==> src/rtl/lcd_8080_tx.sv <==
// 8080-style parallel LCD write engine with tearing-effect (fmark) synchroniser.
// Optional SOF gating on the frame strobe is enabled by defining LCD_TX_FMARK_GATE_EN.
module lcd_8080_tx #(
    parameter int WR_LO_CYC   = 2,
    parameter int WR_HI_CYC   = 2,
    parameter int CS_IDLE_CYC = 4
) (
    input  logic       clk,
    input  logic       rst,
    input  logic [7:0] in_data,
    input  logic       in_rs,
    input  logic       in_sof,
    input  logic       in_valid,
    output logic       in_ready,
    output logic [7:0] lcd_d,
    output logic       lcd_rs,
    output logic       lcd_wr_n,
    output logic       lcd_cs_n,
    input  logic       lcd_fmark,
    output logic       fmark_stb,
    output logic       busy
);

    localparam int WR_MAX     = (WR_LO_CYC > WR_HI_CYC) ? WR_LO_CYC : WR_HI_CYC;
    localparam int WR_CNT_W   = $clog2(WR_MAX + 1);
    localparam int IDLE_CNT_W = $clog2(CS_IDLE_CYC + 1);

    localparam logic [WR_CNT_W-1:0]   LO_LAST   = WR_CNT_W'(WR_LO_CYC - 1);
    localparam logic [WR_CNT_W-1:0]   HI_LAST   = WR_CNT_W'(WR_HI_CYC - 1);
    localparam logic [IDLE_CNT_W-1:0] IDLE_LAST = IDLE_CNT_W'(CS_IDLE_CYC - 1);

    localparam logic [2:0] ST_IDLE     = 3'd0;
    localparam logic [2:0] ST_CS_SETUP = 3'd1;
    localparam logic [2:0] ST_WR_LO    = 3'd2;
    localparam logic [2:0] ST_WR_HI    = 3'd3;
    localparam logic [2:0] ST_GAP      = 3'd4;

    logic [2:0]            state;
    logic [WR_CNT_W-1:0]   wr_cnt;
    logic [IDLE_CNT_W-1:0] idle_cnt;
    logic                  hi_last;
    logic                  ready_slot;
    logic                  sof_block;
    logic                  accept;

    // Final WR_HI cycle is the only in-transfer slot where the next byte can be taken.
    assign hi_last    = (state == ST_WR_HI) && (wr_cnt == HI_LAST);
    assign ready_slot = ~rst & ((state == ST_IDLE) | (state == ST_GAP) | hi_last);
    assign in_ready   = ready_slot & ~sof_block;
    assign accept     = in_valid & in_ready;
    assign busy       = (state != ST_IDLE);

`ifdef LCD_TX_FMARK_GATE_EN
    logic frame_ok;

    assign sof_block = in_sof & ~frame_ok;

    // A strobe coincident with an SOF accept keeps the frame open.
    always_ff @(posedge clk or posedge rst) begin
        if (rst) begin
            frame_ok <= 1'b0;
        end else if (fmark_stb) begin
            frame_ok <= 1'b1;
        end else if (accept && in_sof) begin
            frame_ok <= 1'b0;
        end
    end
`else
    logic unused_sof;

    assign sof_block  = 1'b0;
    assign unused_sof = in_sof;
`endif

    // Write engine: bus outputs are all registered here.
    always_ff @(posedge clk or posedge rst) begin
        if (rst) begin
            state    <= ST_IDLE;
            wr_cnt   <= '0;
            idle_cnt <= '0;
            lcd_d    <= '0;
            lcd_rs   <= 1'b0;
            lcd_wr_n <= 1'b1;
            lcd_cs_n <= 1'b1;
        end else begin
            if (accept) begin
                lcd_d  <= in_data;
                lcd_rs <= in_rs;
            end
            case (state)
                ST_IDLE: begin
                    if (accept) begin
                        lcd_cs_n <= 1'b0;
                        state    <= ST_CS_SETUP;
                    end
                end
                ST_CS_SETUP: begin
                    lcd_wr_n <= 1'b0;
                    wr_cnt   <= '0;
                    state    <= ST_WR_LO;
                end
                ST_WR_LO: begin
                    if (wr_cnt == LO_LAST) begin
                        lcd_wr_n <= 1'b1;
                        wr_cnt   <= '0;
                        state    <= ST_WR_HI;
                    end else begin
                        wr_cnt <= wr_cnt + 1'b1;
                    end
                end
                ST_WR_HI: begin
                    if (wr_cnt == HI_LAST) begin
                        wr_cnt <= '0;
                        if (accept) begin
                            lcd_wr_n <= 1'b0;
                            state    <= ST_WR_LO;
                        end else begin
                            idle_cnt <= '0;
                            state    <= ST_GAP;
                        end
                    end else begin
                        wr_cnt <= wr_cnt + 1'b1;
                    end
                end
                ST_GAP: begin
                    // Chip select stays low here, so a late byte skips CS_SETUP.
                    if (accept) begin
                        lcd_wr_n <= 1'b0;
                        wr_cnt   <= '0;
                        idle_cnt <= '0;
                        state    <= ST_WR_LO;
                    end else if (idle_cnt == IDLE_LAST) begin
                        lcd_cs_n <= 1'b1;
                        idle_cnt <= '0;
                        state    <= ST_IDLE;
                    end else begin
                        idle_cnt <= idle_cnt + 1'b1;
                    end
                end
                default: begin
                    lcd_wr_n <= 1'b1;
                    lcd_cs_n <= 1'b1;
                    wr_cnt   <= '0;
                    idle_cnt <= '0;
                    state    <= ST_IDLE;
                end
            endcase
        end
    end

    logic fmark_p0;
    logic fmark_p1;
    logic fmark_p2;

    // Two-flop synchroniser, previous-value flop, registered rising-edge strobe.
    always_ff @(posedge clk or posedge rst) begin
        if (rst) begin
            fmark_p0  <= 1'b0;
            fmark_p1  <= 1'b0;
            fmark_p2  <= 1'b0;
            fmark_stb <= 1'b0;
        end else begin
            fmark_p0  <= lcd_fmark;
            fmark_p1  <= fmark_p0;
            fmark_p2  <= fmark_p1;
            fmark_stb <= fmark_p1 & ~fmark_p2;
        end
    end

endmodule

==> config.mk <==
export PLATFORM = sky130hd
export DESIGN_NAME = lcd_8080_tx
export DESIGN_NICKNAME = d
export VERILOG_FILES = /design/src/rtl/lcd_8080_tx.sv
export SDC_FILE = /design/constraint.sdc
export NUM_CORES = 1
export LEC_CHECK = 0
export CAP_MARGIN = 40
export CORE_ASPECT_RATIO = 1.1
export CORE_UTILIZATION = 40
export DETAILED_ROUTE_END_ITERATION = 10
export GPL_TIMING_DRIVEN = 0
export HOLD_SLACK_MARGIN = 0.08
export PLACE_DENSITY = 0.73
export SLEW_MARGIN = 20
export SYNTH_ARGS = -nofsm -noshare
export SYNTH_HDL_FRONTEND = slang
export SYNTH_SLANG_ARGS = --single-unit
==> constraint.sdc <==
create_clock -name clk -period 4.2 [get_ports clk]
set_input_delay 0.84 -clock clk [delete_from_list [all_inputs] [get_ports clk]]
set_output_delay 0.84 -clock clk [all_outputs]
set_load 0.005 [all_outputs]
==> results of run 1 <==
critical path, cell delays in order:
cell	delay [ns]
clkdlybuf4s50_1	0.49
a21oi_1	0.18
clkdlybuf4s50_1	0.53
worst paths after layout:
path / start / to / slack [ns] / cells after the start
max: rst / in_ready / 1.32 / 3
max reg2reg: state[0] / lcd_d[6] / 2.42 / 5
min in group asynchronous: rst / idle_cnt[2] / 0.93 / 2
min: fmark_p0 / fmark_p1 / 0.38 / 0
min reg2reg: fmark_p0 / fmark_p1 / 0.38 / 0
max in group asynchronous: rst / lcd_wr_n / 2.76 / 3
per-layer routing:
metal	vias to the layer above	global-route usage	share of wire
met4	0	0.0992	0.010
met1	331	0.212	0.46
met5	-	0	0
met2	28	0.230	0.47
li1	348	-	-
met3	2	0.0331	0.058
cell type report:
| cell class | count | share of cell area |
|---|---|---|
| Buffer | 4 | 0.0218 |
| Clock buffer | 3 | 0.0163 |
| Clock inverter | 1 | 0.00363 |
| Inverter | 2 | 0.00544 |
| Multi-Input combinational cell | 51 | 0.306 |
| Sequential cell | 23 | 0.419 |
| Tap cell | 31 | 0.0281 |
| Timing Repair Buffer | 27 | 0.200 |
power breakdown:
part | switching (mW) | total (mW) | leakage, nW | internal, mW
clock | 0.0659 | 0.101 | 0.0177 | 0.0355
combinational | 0.139 | 0.395 | 0.314 | 0.255
sequential | 0.0537 | 0.357 | 0.281 | 0.303
stage by stage:
| stage | cells | hold slack, ns | cell area (sq um) | power (mW) |
|---|---|---|---|---|
| 2_1_floorplan | 80 | 0.331 | 1040 | 0.581 |
| 3_5_place_dp | 137 | 0.362 | 1340 | 0.754 |
| 4_1_cts | 141 | 0.391 | 1360 | 0.860 |
| 5_1_grt | 142 | 0.399 | 1380 | 0.913 |
| 6_report | 142 | 0.385 | 1380 | 0.853 |
| 3_3_place_gp | 137 | 0.333 | 1340 | 0.742 |
state kept, by name (all words and copies together) (netlist names):
| name | cells |
|---|---|
| fmark_p1 | 1 |
| fmark_p0 | 1 |
| fmark_p2 | 1 |
| state | 3 |
| lcd_cs_n | 1 |
| lcd_d | 8 |
| fmark_stb | 1 |
| wr_cnt | 2 |
| lcd_rs | 1 |
| lcd_wr_n | 1 |
| idle_cnt | 3 |
synth_stat cells:
cell,count
a21o_1,1
nand2_1,3
o41a_4,1
nor2_1,4
a21oi_1,6
a22o_1,2
or3b_2,1
mux2_4,9
or2_1,1
nor2b_1,4
o21a_1,1
nand2b_1,2
or2_2,1
o21ai_0,1
clkbuf_1,2
or4b_4,1
dfrtp_1,21
nor4_1,1
ha_1,1
inv_1,2
nor3b_1,1
or3_1,1
dfstp_2,2
nand3b_1,2
nand3_1,1
a31o_2,1
a31oi_1,1
a211oi_1,1
a32oi_1,1
and4b_1,1
buf_6,2
nor3_1,1
cells by family (layout without fill, tap and decap cells):
logic type	after synthesis	after routing	share of synthesized area
adders and majority gates	1	1	0.0121
and+or+nand+nor	25	25	0.148
muxes	9	9	0.130
AOI/OAI and AO/OA	16	16	0.116
buffers and inverters	6	37	0.0362
DFF	23	23	0.557
==> impl_summary.log, run 1 <==
[metrics] critical-path maximum fanout: 6
[metrics] leakage power total: 0.613 nW
[metrics] transition time at the pin with the least slew margin: roughly 0.39 ns
[metrics] Mapped Nets: 95
[metrics] reported max-cap violation count: 0
[metrics] Inserted Clock Buffers: 3
[metrics] Post-Synthesis Cell Area: 1040 sq um
[metrics] FP Rows: 19
[metrics] post-route fraction of the period consumed by the critical path: 0.685
[metrics] worst setup slack after placement: 1.35 ns
[metrics] setup TNS after final layout: 0 ns
[metrics] setup repair after global routing missed its margin: no
[metrics] commonest non-fill, non-tap cells in the layout: clkdlybuf4s50_1 (26), dfrtp_1 (21), mux2_4 (9)
[metrics] clock input transition at the sequential cells of the worst setup and hold paths: 0.13 ns
[metrics] initial cell density of the core: 0.420
[metrics] Reg area: 578 sq um
[metrics] warnings from Yosys: 0
[metrics] global-route usage over all layers: 0.158
[metrics] synthesized instance count: 80
[metrics] share of layout cells above drive strength 1: 0.207
[metrics] average size of a mapped cell: between 10 and 15 sq um
[metrics] DRC marker count from the first detailed-route iteration: 9
[metrics] most frequent standard cell in the layout excluding fill and tap cells: clkdlybuf4s50_1
[metrics] half-perimeter wire length after placement: roughly 1400 microns
[metrics] number of max-slew violations in the final report: 0
[metrics] final routed wire length divided by cell count: 13.3 microns
[metrics] initial antenna violation count: 0
[metrics] share of synthesized area occupied by flip-flops and latches: 0.557
[metrics] clock insertion delay at the later pin of the skew report: 0.31 ns
[metrics] number of detailed-route iterations in the first pass: 4
[metrics] clock period minus final worst setup slack: 2.88 ns
[metrics] Die Area: 2800 sq um
[metrics] setup fix buffers added after clock tree synthesis: 0
[metrics] final setup fails: 0
[metrics] average vias per placed instance: about 5
[metrics] Final Skew: 0.00131 ns
[metrics] number of resized instances in the post-cts repair step: 0
[metrics] standard cell core area: 2470 sq um
[metrics] PwrDens: 619 nW/um^2
[metrics] residual antenna-violating net count after detailed routing: 0
[metrics] die boundary width: 50.6 microns
[metrics] Layout fillers: 224
[metrics] top-area cell type share of the netlist area: 0.507
[metrics] Final GP Congestion: ~0.80
[metrics] CTS sink count: 23
[metrics] Die Y-Extent: approximately 55 microns
[metrics] detailed-route wire length: between 1500 and 2000 microns
[metrics] DR vias: 709
[metrics] flop and latch count out of synthesis: 23
[metrics] antenna cells: 0
[metrics] number of global-route vias before repair: 761
[metrics] max-slew headroom at the worst pin: 0.738
[metrics] grt ovf: 0
[metrics] kind of end point of the critical path: primary output
[metrics] port bufs: 26
[metrics] wire length of the first global-routing pass: between 3000 and 4000 microns
[metrics] TritonCTS clock tree: done
[metrics] clock tree root buffer cell: clkbuf_4
[metrics] Hold/Removal Path Class: flip-flop to flip-flop
[metrics] number of levels in the clock H-tree: 1
[metrics] endpoint required time on the critical path: 3.36 ns
[metrics] buffer levels on the longest clock path: 2
[metrics] cell type with the largest total area after synthesis: dfrtp_1
[metrics] Post-CTS Hold Buffers: 0
[metrics] Setup Crit Path Kind: primary input to primary output
[metrics] count of unique library cells instantiated by Yosys: 32
[metrics] Setup crit start kind: primary input
[metrics] Worst EP arrival: just over 2 ns
[metrics] Max Clock Freq: 348 MHz
[metrics] num ports: 28
[metrics] final routed DRC violation total: 0
[metrics] post-layout worst setup margin: 1.32 ns
[metrics] run status: completed
[metrics] number of nets in the finished design: 127
[metrics] Final Hold Vio Count: 0
[metrics] post-synthesis to final-layout area growth: 32.9%
[metrics] Post-Route Utilization: 0.558
[metrics] worst vdd ir: 0.000301 V
[metrics] largest net degree at the start of global routing: 24
[metrics] multi-input logic area: 422 sq um
[metrics] leading cell types by total area after synthesis: dfrtp_1 (51%), mux2_4 (13%), dfstp_2 (5.1%)
Power figures use the tool's default switching activity.
==> inputs of run 2 (changes only) <==
- PLACE_DENSITY: 0.73 -> 0.76
- clock period: 4.2 -> 2.5 ns (I/O delays scaled with it)
==> run 2 against run 1 <==
  * Sequential cell count unchanged
  * Register-to-register slack worse by 1.7 ns
  * Clock power grew 67%
  * Cell count decreased by 0.70%
  * Combinational power is 69% higher
  * Sequential share of layout area fell by 0.26 points
  * Cell area is 0.64% higher
  * Non-clock buffer count shrank 1
  * Via count is 4.2% higher
  * Critical path type is now flip-flop to primary output
  * Largest cell class unchanged
==> impl_summary.log, run 2 (synthesis results as in run 1) <==
[metrics] run status: completed (unchanged)
[metrics] TritonCTS clock tree: done (unchanged)
[metrics] Final GP Congestion: 0.863 (was 0.797)
[metrics] fin cells: 141 (was 142)
[metrics] most frequent standard cell in the layout excluding fill and tap cells: clkdlybuf4s50_1 (unchanged)
[metrics] critical-path maximum fanout: 10 (was 6)
[metrics] Reg area: 578 sq um (unchanged)
[metrics] global-route usage over all layers: 0.160 (was 0.158)
[metrics] number of stages on the worst hold path: 0 (unchanged)
[metrics] number of levels in the clock H-tree: 1 (unchanged)
[metrics] post-synthesis to final-layout area growth: 33.8% (was 32.9%)
[metrics] Hold/Removal Path Class: flip-flop to flip-flop (unchanged)
[metrics] transition time at the pin with the least slew margin: 0.345 ns (was 0.392 ns)
[metrics] FP Rows: 19 (unchanged)
[metrics] residual antenna-violating net count after detailed routing: 0 (unchanged)
[metrics] largest net degree at the start of global routing: 24 (unchanged)
[metrics] Post-Route Utilization: 0.561 (was 0.558)
[metrics] number of detailed-route iterations in the first pass: 3 (was 4)
[metrics] leakage power total: 0.617 nW (was 0.613 nW)
[metrics] initial antenna violation count: 0 (unchanged)
[metrics] number of global-route vias before repair: 848 (was 761)
[metrics] die boundary width: 50.6 microns (unchanged)
[metrics] Layout fillers: 223 (was 224)
[metrics] multi-input logic area: 422 sq um (unchanged)
[metrics] clock tree root buffer cell: clkbuf_4 (unchanged)
[metrics] max-slew headroom at the worst pin: 0.770 (was 0.738)
[metrics] Die Y-Extent: 55.4 microns (unchanged)
[metrics] num ports: 28 (unchanged)
[metrics] clock insertion delay at the later pin of the skew report: 0.30 ns (was 0.31 ns)
[metrics] worst vdd ir: 0.000552 V (was 0.000301 V)
[metrics] final routed wire length divided by cell count: 13.7 microns (was 13.3 microns)
[metrics] final setup fails: 0 (unchanged)
[metrics] register with the highest flop count: lcd_d (unchanged)
[metrics] PwrDens: 1040 nW/um^2 (was 619 nW/um^2)
[metrics] setup TNS after final layout: 0 ns (unchanged)
[metrics] Die Area: 2800 sq um (unchanged)
[metrics] detailed-route wire length: 1930 microns (was 1890 microns)
[metrics] buffer levels on the longest clock path: 2 (unchanged)
[metrics] path depth of the worst reg2reg path: 5 (unchanged)
[metrics] Setup Crit Path Kind: flip-flop to primary output (was primary input to primary output)
[metrics] Inserted Clock Buffers: 3 (unchanged)
[metrics] post-route fraction of the period consumed by the critical path: 0.934
[metrics] initial cell density of the core: 0.420 (unchanged)
[metrics] Final Hold Vio Count: 0 (unchanged)
[metrics] clock input transition at the sequential cells of the worst setup and hold paths: 0.13 ns (about the same)
[metrics] post-placement cell area: 1340 sq um (unchanged)
[metrics] CTS sink count: 23 (unchanged)
[metrics] setup fix buffers added after clock tree synthesis: 0 (unchanged)
[metrics] Setup crit start kind: flip-flop (was primary input)
[metrics] Worst EP arrival: 1.83 ns (was 2.04 ns)
[metrics] largest registers: lcd_d (8), idle_cnt (3), state (3) (unchanged)
[metrics] number of nets in the finished design: 126 (was 127)
[metrics] setup repair after global routing missed its margin: no (unchanged)
[metrics] final routed DRC violation total: 0 (unchanged)
[metrics] tightest hold margin: 0.379 ns (was 0.385 ns)
[metrics] total instance count after detailed placement: 137 (unchanged)
[metrics] clock period minus final worst setup slack: 2.33 ns
[metrics] antenna cells: 0 (unchanged)
[metrics] number of max-slew violations in the final report: 0 (unchanged)
[metrics] wire length of the first global-routing pass: 3470 microns (was 3320 microns)
[metrics] kind of end point of the critical path: primary output (unchanged)
[metrics] Final Skew: 0.00321 ns (was 0.00131 ns)
[metrics] Finished Cell Area: 1390 sq um (was 1380 sq um)
[metrics] number of resized instances in the post-cts repair step: 0 (unchanged)
[metrics] reported max-cap violation count: 0 (unchanged)
[metrics] DR vias: 739 (was 709)
[metrics] share of layout cells above drive strength 1: 0.209 (was 0.207)
[metrics] Max Clock Freq: approximately 430 MHz
[metrics] grt ovf: 0 (unchanged)
[metrics] half-perimeter wire length after placement: 1480 microns (was 1380 microns)
[metrics] standard cell core area: 2470 sq um (unchanged)
[metrics] flip-flop count of the largest register after layout: 8 (unchanged)
[metrics] port bufs: 26 (unchanged)
[metrics] Post-CTS Hold Buffers: 0 (unchanged)
[metrics] DRC marker count from the first detailed-route iteration: 8 (was 9)
[metrics] average vias per placed instance: 5.24 (was 4.99)
[metrics] endpoint required time on the critical path: 2.00 ns (was 3.36 ns)
[metrics] commonest non-fill, non-tap cells in the layout: clkdlybuf4s50_1 (26), dfrtp_1 (21), mux2_4 (9) (unchanged)
-- run 2: cell count changes in the layout (fill, tap and decap cells not counted) --
cell,before,now
buf_16,0,1
buf_8,1,0
clkbuf_1,2,1
-- run 2: report_power, final --
group	internal, mW	total (mW)	switching (mW)
registers	0.510	0.602	0.0923
clock network	0.0596	0.169	0.110
logic	0.428	0.666	0.238
-- run 2: critical path, stage by stage, from the launching register on --
cell and delay (ns):
dfrtp_1 0.40, buf_6 0.13, or2_1 0.31, a21oi_1 0.17, clkdlybuf4s50_1 0.52
-- run 2: final cells by class --
cell class,instances,share of cell area
Tap cell,31,0.0280
Timing Repair Buffer,27,0.207
Clock inverter,1,0.00361
Inverter,2,0.00541
Multi-Input combinational cell,51,0.304
Sequential cell,23,0.417
Buffer,3,0.0189
Clock buffer,3,0.0162
-- run 2: routing by layer --
layer | track usage | part of all wire
met1 | 0.190 | 0.40
met2 | 0.278 | 0.53
met3 | 0.0275 | 0.048
met4 | 0.0714 | 0.021
met5 | 0 | 0
-- run 2: stage by stage --
stage	power, mW	setup slack, ns
2_1_floorplan	0.976	0.799
3_3_place_gp	1.24	0.253
3_5_place_dp	1.27	0.219
4_1_cts	1.45	0.0929
5_1_grt	1.54	0.0637
6_report	1.44	0.166
-- run 2: path summary, 6_finish.rpt --
kind | startpoint | to | slack (ns)
max | state[0] | in_ready | 0.17
min | fmark_p0 | fmark_p1 | 0.38
max reg2reg | state[0] | lcd_d[2] | 0.73
min reg2reg | fmark_p0 | fmark_p1 | 0.38
max in group asynchronous | rst | lcd_d[0] | 1.51
min in group asynchronous | rst | idle_cnt[0] | 0.60
